### src/rtl/i2c_scl_gen.sv
// I2C master bit-clock generator: four-quadrant SCL/data strobes with
// synchronised slave clock-stretch detection, stretch timeout and bit tick.
module i2c_scl_gen #(
    parameter int DIVIDER         = 70000,
    parameter int SYNC_STAGES     = 2,
    parameter int STRETCH_TIMEOUT = 1000000
) (
    input  logic       clk,
    input  logic       rst,
    input  logic       ena,
    input  logic       scl_in,
    input  logic       stretch_en,
    input  logic       clr_err,
    output logic       scl_clk,
    output logic       data_clk,
    output logic [1:0] phase,
    output logic       switch_range,
    output logic       stretching,
    output logic       timeout_err,
    output logic       tick
);
    localparam int CBITS = $clog2(4 * DIVIDER);
    localparam int TBITS = $clog2(STRETCH_TIMEOUT + 1);

    localparam logic [CBITS-1:0] CNT_LAST = CBITS'(4 * DIVIDER - 1);
    localparam logic [CBITS-1:0] Q1_START = CBITS'(DIVIDER);
    localparam logic [CBITS-1:0] Q2_START = CBITS'(2 * DIVIDER);
    localparam logic [CBITS-1:0] Q3_START = CBITS'(3 * DIVIDER);
    // Sample SCL only once the synchroniser has seen our own release at Q2 start.
    localparam logic [CBITS-1:0] CHK_POINT = CBITS'(2 * DIVIDER + SYNC_STAGES);
    localparam logic [TBITS-1:0] TCNT_LAST = TBITS'(STRETCH_TIMEOUT - 1);

    logic [CBITS-1:0]       cnt_q, cnt_d;
    logic [TBITS-1:0]       tcnt_q, tcnt_d;
    logic [SYNC_STAGES-1:0] sync_q, sync_d;
    logic                   scl_s;
    logic                   hold;

    logic       scl_clk_q, scl_clk_d;
    logic       data_clk_q, data_clk_d;
    logic [1:0] phase_q, phase_d;
    logic       switch_range_q, switch_range_d;
    logic       stretching_q, stretching_d;
    logic       timeout_err_q, timeout_err_d;
    logic       tick_q, tick_d;

    assign sync_d = {sync_q[SYNC_STAGES-2:0], scl_in};
    assign scl_s  = sync_q[SYNC_STAGES-1];
    assign hold   = (cnt_q == CHK_POINT) && stretch_en && !scl_s && !timeout_err_q;

    always_comb begin
        cnt_d          = cnt_q;
        tcnt_d         = tcnt_q;
        timeout_err_d  = timeout_err_q;
        stretching_d   = 1'b0;
        tick_d         = 1'b0;
        if (clr_err) begin
            timeout_err_d = 1'b0;
        end
        if (!ena) begin
            cnt_d  = '0;
            tcnt_d = '0;
        end else if (hold && (tcnt_q != TCNT_LAST)) begin
            tcnt_d       = tcnt_q + TBITS'(1);
            stretching_d = 1'b1;
        end else begin
            // A hold that reaches here has exhausted its budget; setting wins over clr_err.
            if (hold) begin
                timeout_err_d = 1'b1;
            end
            tcnt_d = '0;
            if (cnt_q == CNT_LAST) begin
                cnt_d  = '0;
                tick_d = 1'b1;
            end else begin
                cnt_d = cnt_q + CBITS'(1);
            end
        end
    end

    // Outputs decode the count being written this edge so they never lag cnt.
    always_comb begin
        phase_d        = 2'd0;
        scl_clk_d      = 1'b1;
        data_clk_d     = 1'b0;
        switch_range_d = 1'b0;
        if (ena) begin
            if (cnt_d < Q1_START) begin
                phase_d = 2'd0;
            end else if (cnt_d < Q2_START) begin
                phase_d = 2'd1;
            end else if (cnt_d < Q3_START) begin
                phase_d = 2'd2;
            end else begin
                phase_d = 2'd3;
            end
            scl_clk_d      = phase_d[1];
            data_clk_d     = phase_d[1] ^ phase_d[0];
            switch_range_d = (phase_d == 2'd2);
        end
    end

    always_ff @(posedge clk or negedge rst) begin
        if (!rst) begin
            cnt_q          <= '0;
            tcnt_q         <= '0;
            sync_q         <= '1;
            scl_clk_q      <= 1'b1;
            data_clk_q     <= 1'b0;
            phase_q        <= 2'd0;
            switch_range_q <= 1'b0;
            stretching_q   <= 1'b0;
            timeout_err_q  <= 1'b0;
            tick_q         <= 1'b0;
        end else begin
            cnt_q          <= cnt_d;
            tcnt_q         <= tcnt_d;
            sync_q         <= sync_d;
            scl_clk_q      <= scl_clk_d;
            data_clk_q     <= data_clk_d;
            phase_q        <= phase_d;
            switch_range_q <= switch_range_d;
            stretching_q   <= stretching_d;
            timeout_err_q  <= timeout_err_d;
            tick_q         <= tick_d;
        end
    end

    assign scl_clk      = scl_clk_q;
    assign data_clk     = data_clk_q;
    assign phase        = phase_q;
    assign switch_range = switch_range_q;
    assign stretching   = stretching_q;
    assign timeout_err  = timeout_err_q;
    assign tick         = tick_q;

endmodule
### config.mk
export PLATFORM = sky130hd
export DESIGN_NAME = i2c_scl_gen
export DESIGN_NICKNAME = d
export VERILOG_FILES = /design/src/rtl/i2c_scl_gen.sv
export SDC_FILE = /design/constraint.sdc
export NUM_CORES = 1
export LEC_CHECK = 0
export CAP_MARGIN = 15
export CORE_MARGIN = 2
export CORE_UTILIZATION = 50
export CTS_CLUSTER_DIAMETER = 100
export DETAILED_ROUTE_END_ITERATION = 7
export GPL_TIMING_DRIVEN = 1
export PLACE_DENSITY = 0.64
export SKIP_LAST_GASP = 1
export SYNTH_ARGS = -nofsm -noshare
export SYNTH_HDL_FRONTEND = slang
export SYNTH_SLANG_ARGS = --single-unit
### constraint.sdc
create_clock -name clk -period 5.8 [get_ports clk]
set_input_delay 1.16 -clock clk [delete_from_list [all_inputs] [get_ports clk]]
set_output_delay 1.16 -clock clk [all_outputs]
set_load 0.1 [all_outputs]
==> summary.txt <==
STA
  • Slew HR: 34.10%
  • Fin worst setup slack: 2.035 ns
  • Max-slew violation total from the final report: 0
  • Final period util: 64.92%
  • Final setup fails: 0
  • F_max: 265.6 MHz
  • Min Tclk post-route: 3.765 ns
  • Unrepaired setup endpoints after global routing: no
  • Total Neg Setup Slack: 0 ns
  • Fin. Hold Viols: 0
  • Actual slew at the worst max-slew pin: 0.9854 ns
  • Clock skew: 0.01637 ns

Clocking
  • CTS tree: yes
  • Post-CTS Setup Bufs: 0
  • Post-cts hold buffer count: 0
  • Num CTS Buffers: 5
  • Clock-pin slew on the worst setup and hold paths: 0.09 ns
  • CTS sink count: 49
  • Root buf cell: clkbuf_8
  • H-Tree Depth: 2
  • Worst skew pair latency: 0.31 ns
  • Clock Path Buffers: 2
  • Post-CTS Resized: 0

Floorplanning
  • Io pins: 14
  • Core box area: 5439 um2
  • # rows: 27
  • Initial Util: 51.28%
  • Die footprint: 6191 um2
  • Die Ht: 78.69 um
  • Die Width: 78.69 um

Outcome
  • Status: completed

Logic synthesis
  • Compound-Gate Fraction of Synth Area: 8.210%
  • Mux cell area share after synthesis: 0%
  • Synth async-reset ratio: 100.0%
  • Cell area after synthesis: 2789 um2
  • Most frequent cell after synthesis: dfrtp_1
  • Largest cells by area after synthesis: dfrtp_1, xnor2_1, nor2_1
  • Synth Register Bits: 49
  • Ys flop type: dfrtp_1
  • Syn avg cell area: 9.684 um2
  • Largest family of logic cells by synthesized area: simple AND/OR/NAND/NOR gates
  • Top cells by count, synth: dfrtp_1, nor2_1, nand2_1
  • Seq/Total Area, Yosys: 44.10%
  • Share of the synthesized area in the top cell type: 41.27%
  • Netlist cell types: 58
  • Post-synthesis adder-cell area fraction: 1.795%
  • Post-synth EDFFs: 0
  • Syn Inst Count: 288
  • Yosys Warn Count: 0
  • Simple-gate share of the synthesized area: 29.97%
  • Area leader, netlist: dfrtp_1
  • Net Count, Synth: 298
  • XOR/XNOR Fraction of Synth Area: 10.68%

Final layout
  • Layout area overhead: 9.107%
  • Layout Nets: 307
  • Number of fill cells: 490
  • FF/Latch Area: 1230 um2
  • Post-Layout Inst Area: 3043 um2
  • # diodes: 0
  • Share of layout cells above drive strength 1: 11.41%
  • Area of the multi-input gates: 1413 um2

GRT
  • First-pass GRT wire length: 9.673 mm
  • Global-route usage over all layers: 19.90%
  • Largest net degree at the start of global routing: 50
  • Met2 Usage GRT: 28.55%
  • GR Util met3: 4.023%
  • Grt total ovfl: 0
  • Initial antenna violation count: 0
  • Number of global-route vias before repair: 1926
  • GR peak layer: met1
  • Met1 Use GR: 29.50%

Placement
  • Placer Congestion: 0.8518
  • PortBufs: 13
  • Dpl hpwl: 4.069 mm
  • Dpl ws: 1.721 ns
  • Placed cell area: 2910 um2

Routing
  • Vias: 2067
  • Routed length per instance: 15.03 um
  • Final WL: 5.561 mm
  • Final ANT Viol Nets: 0
  • DRC viols: 0
  • Vias per inst: 5.586
  • DRT iter0 DRCs: 149
  • Initial DRT Pass Iterations: 4

Critical path
  • Critical-path maximum fanout: 17
  • Worst path max stage delay: 0.65 ns
  • Kind of critical path: in -> reg
  • CP endpoint kind: flip-flop
  • Worst Path Required: 6.04 ns
  • CP max-delay cell: clkdlybuf4s50_1
  • Critical Path Start Type: input port
  • Crit path cell chain: clkdlybuf4s50_1 -> inv_1 -> a31o_2 -> or2_4 -> or4b_4 -> nor4_4 -> o21ai_2 -> o2bb2ai_1 -> ha_1 -> nor2_1
  • CP delay by family, top: simple AND/OR/NAND/NOR gates
  • WP buf/inv: 2
  • Worst Path Arrival: 4.01 ns

Pwr
  • Pwr Density: 203.1 nW/um2
  • Total power: 618.0 uW
  • Max IR drop VDD: 0.0001158 V
  • LEAKAGE: 1.302 nW

Run
  • Max-cap violations: 0

Hold path
  • Hold Path Class: reg -> reg
-- final cells by class --
type / instances / area share (%)
repair buffers: 14 / 4.770
multi-input cells: 213 / 46.42
clock buffers: 5 / 2.262
well taps: 72 / 2.961
flip-flops and latches: 49 / 40.42
inverters: 14 / 1.727
clock inverters: 3 / 1.439
-- logic make-up (layout without fill, tap and decap cells) --
family	count (synthesis)	in the layout
compound gates	31	31
flops	49	49
xor+xnor	34	34
fa+ha+maj	4	4
buf+inv	26	36
simple gates	144	144
-- layout by cell type (no fill, tap or decap), types with 4 or more instances in the layout --
master / n
ha_1: 4
xor2_1: 14
clkdlybuf4s50_1: 12
nor2_1: 42
nor4b_1: 4
nand2_1: 23
dfrtp_1: 46
nor3_1: 8
nand3_1: 17
xnor2_1: 20
nor4_1: 9
and3_1: 6
clkbuf_8: 5
inv_1: 14
o21ai_0: 6
-- report_power, final --
group	switching (mW)	internal, mW
Combinational	0.0156	0.00786
Sequential	0.00415	0.345
Clock	0.116	0.129
-- worst reg2reg max path: cells and delay by family, from the launching register on --
| family | cells | cell delay (ns) |
|---|---|---|
| DFF | 1 | 0.48 |
| and+or+nand+nor | 6 | 1.67 |
| adders and majority gates | 2 | 0.53 |
| AOI/OAI and AO/OA | 2 | 0.29 |
| xor gates and xnor gates | 1 | 0.24 |
-- metal layers --
| layer | share of wire, % | up-vias |
|---|---|---|
| li1 | - | 1023 |
| met1 | 51 | 996 |
| met2 | 44 | 37 |
| met3 | 3.3 | 11 |
| met4 | 2.3 | 0 |
| met5 | 0 | - |
-- state kept, by name, indices dropped and copies added, names as in the netlist, 2 cells and up --
register	count
cnt_q	19
tcnt_q	20
sync_q	2
phase	2
-- metrics by stage --
step	util [%]	cells	hold WS, ns
finish	55.95	370	0.3622
global placement	53.51	361	0.3480
detailed placement	53.51	361	0.3496
CTS	55.58	369	0.3636
global route	55.95	370	0.3686
floorplan	-	288	0.3452
-- final timing paths --
| path | startpoint | end | slack [ns] | depth (start not counted) |
|---|---|---|---|---|
| setup / recovery | ena | data_clk | 2.03 | 10 |
| hold / removal | sync_q[0] | sync_q[1] | 0.36 | 0 |
| setup reg to reg | cnt_q[1] | data_clk | 2.51 | 11 |
| hold reg to reg | sync_q[0] | sync_q[1] | 0.36 | 0 |
| max in group asynchronous | rst | sync_q[0] | 4.51 | 2 |
| min in group asynchronous | rst | tcnt_q[4] | 0.73 | 1 |
Power figures use the tool's default switching activity.
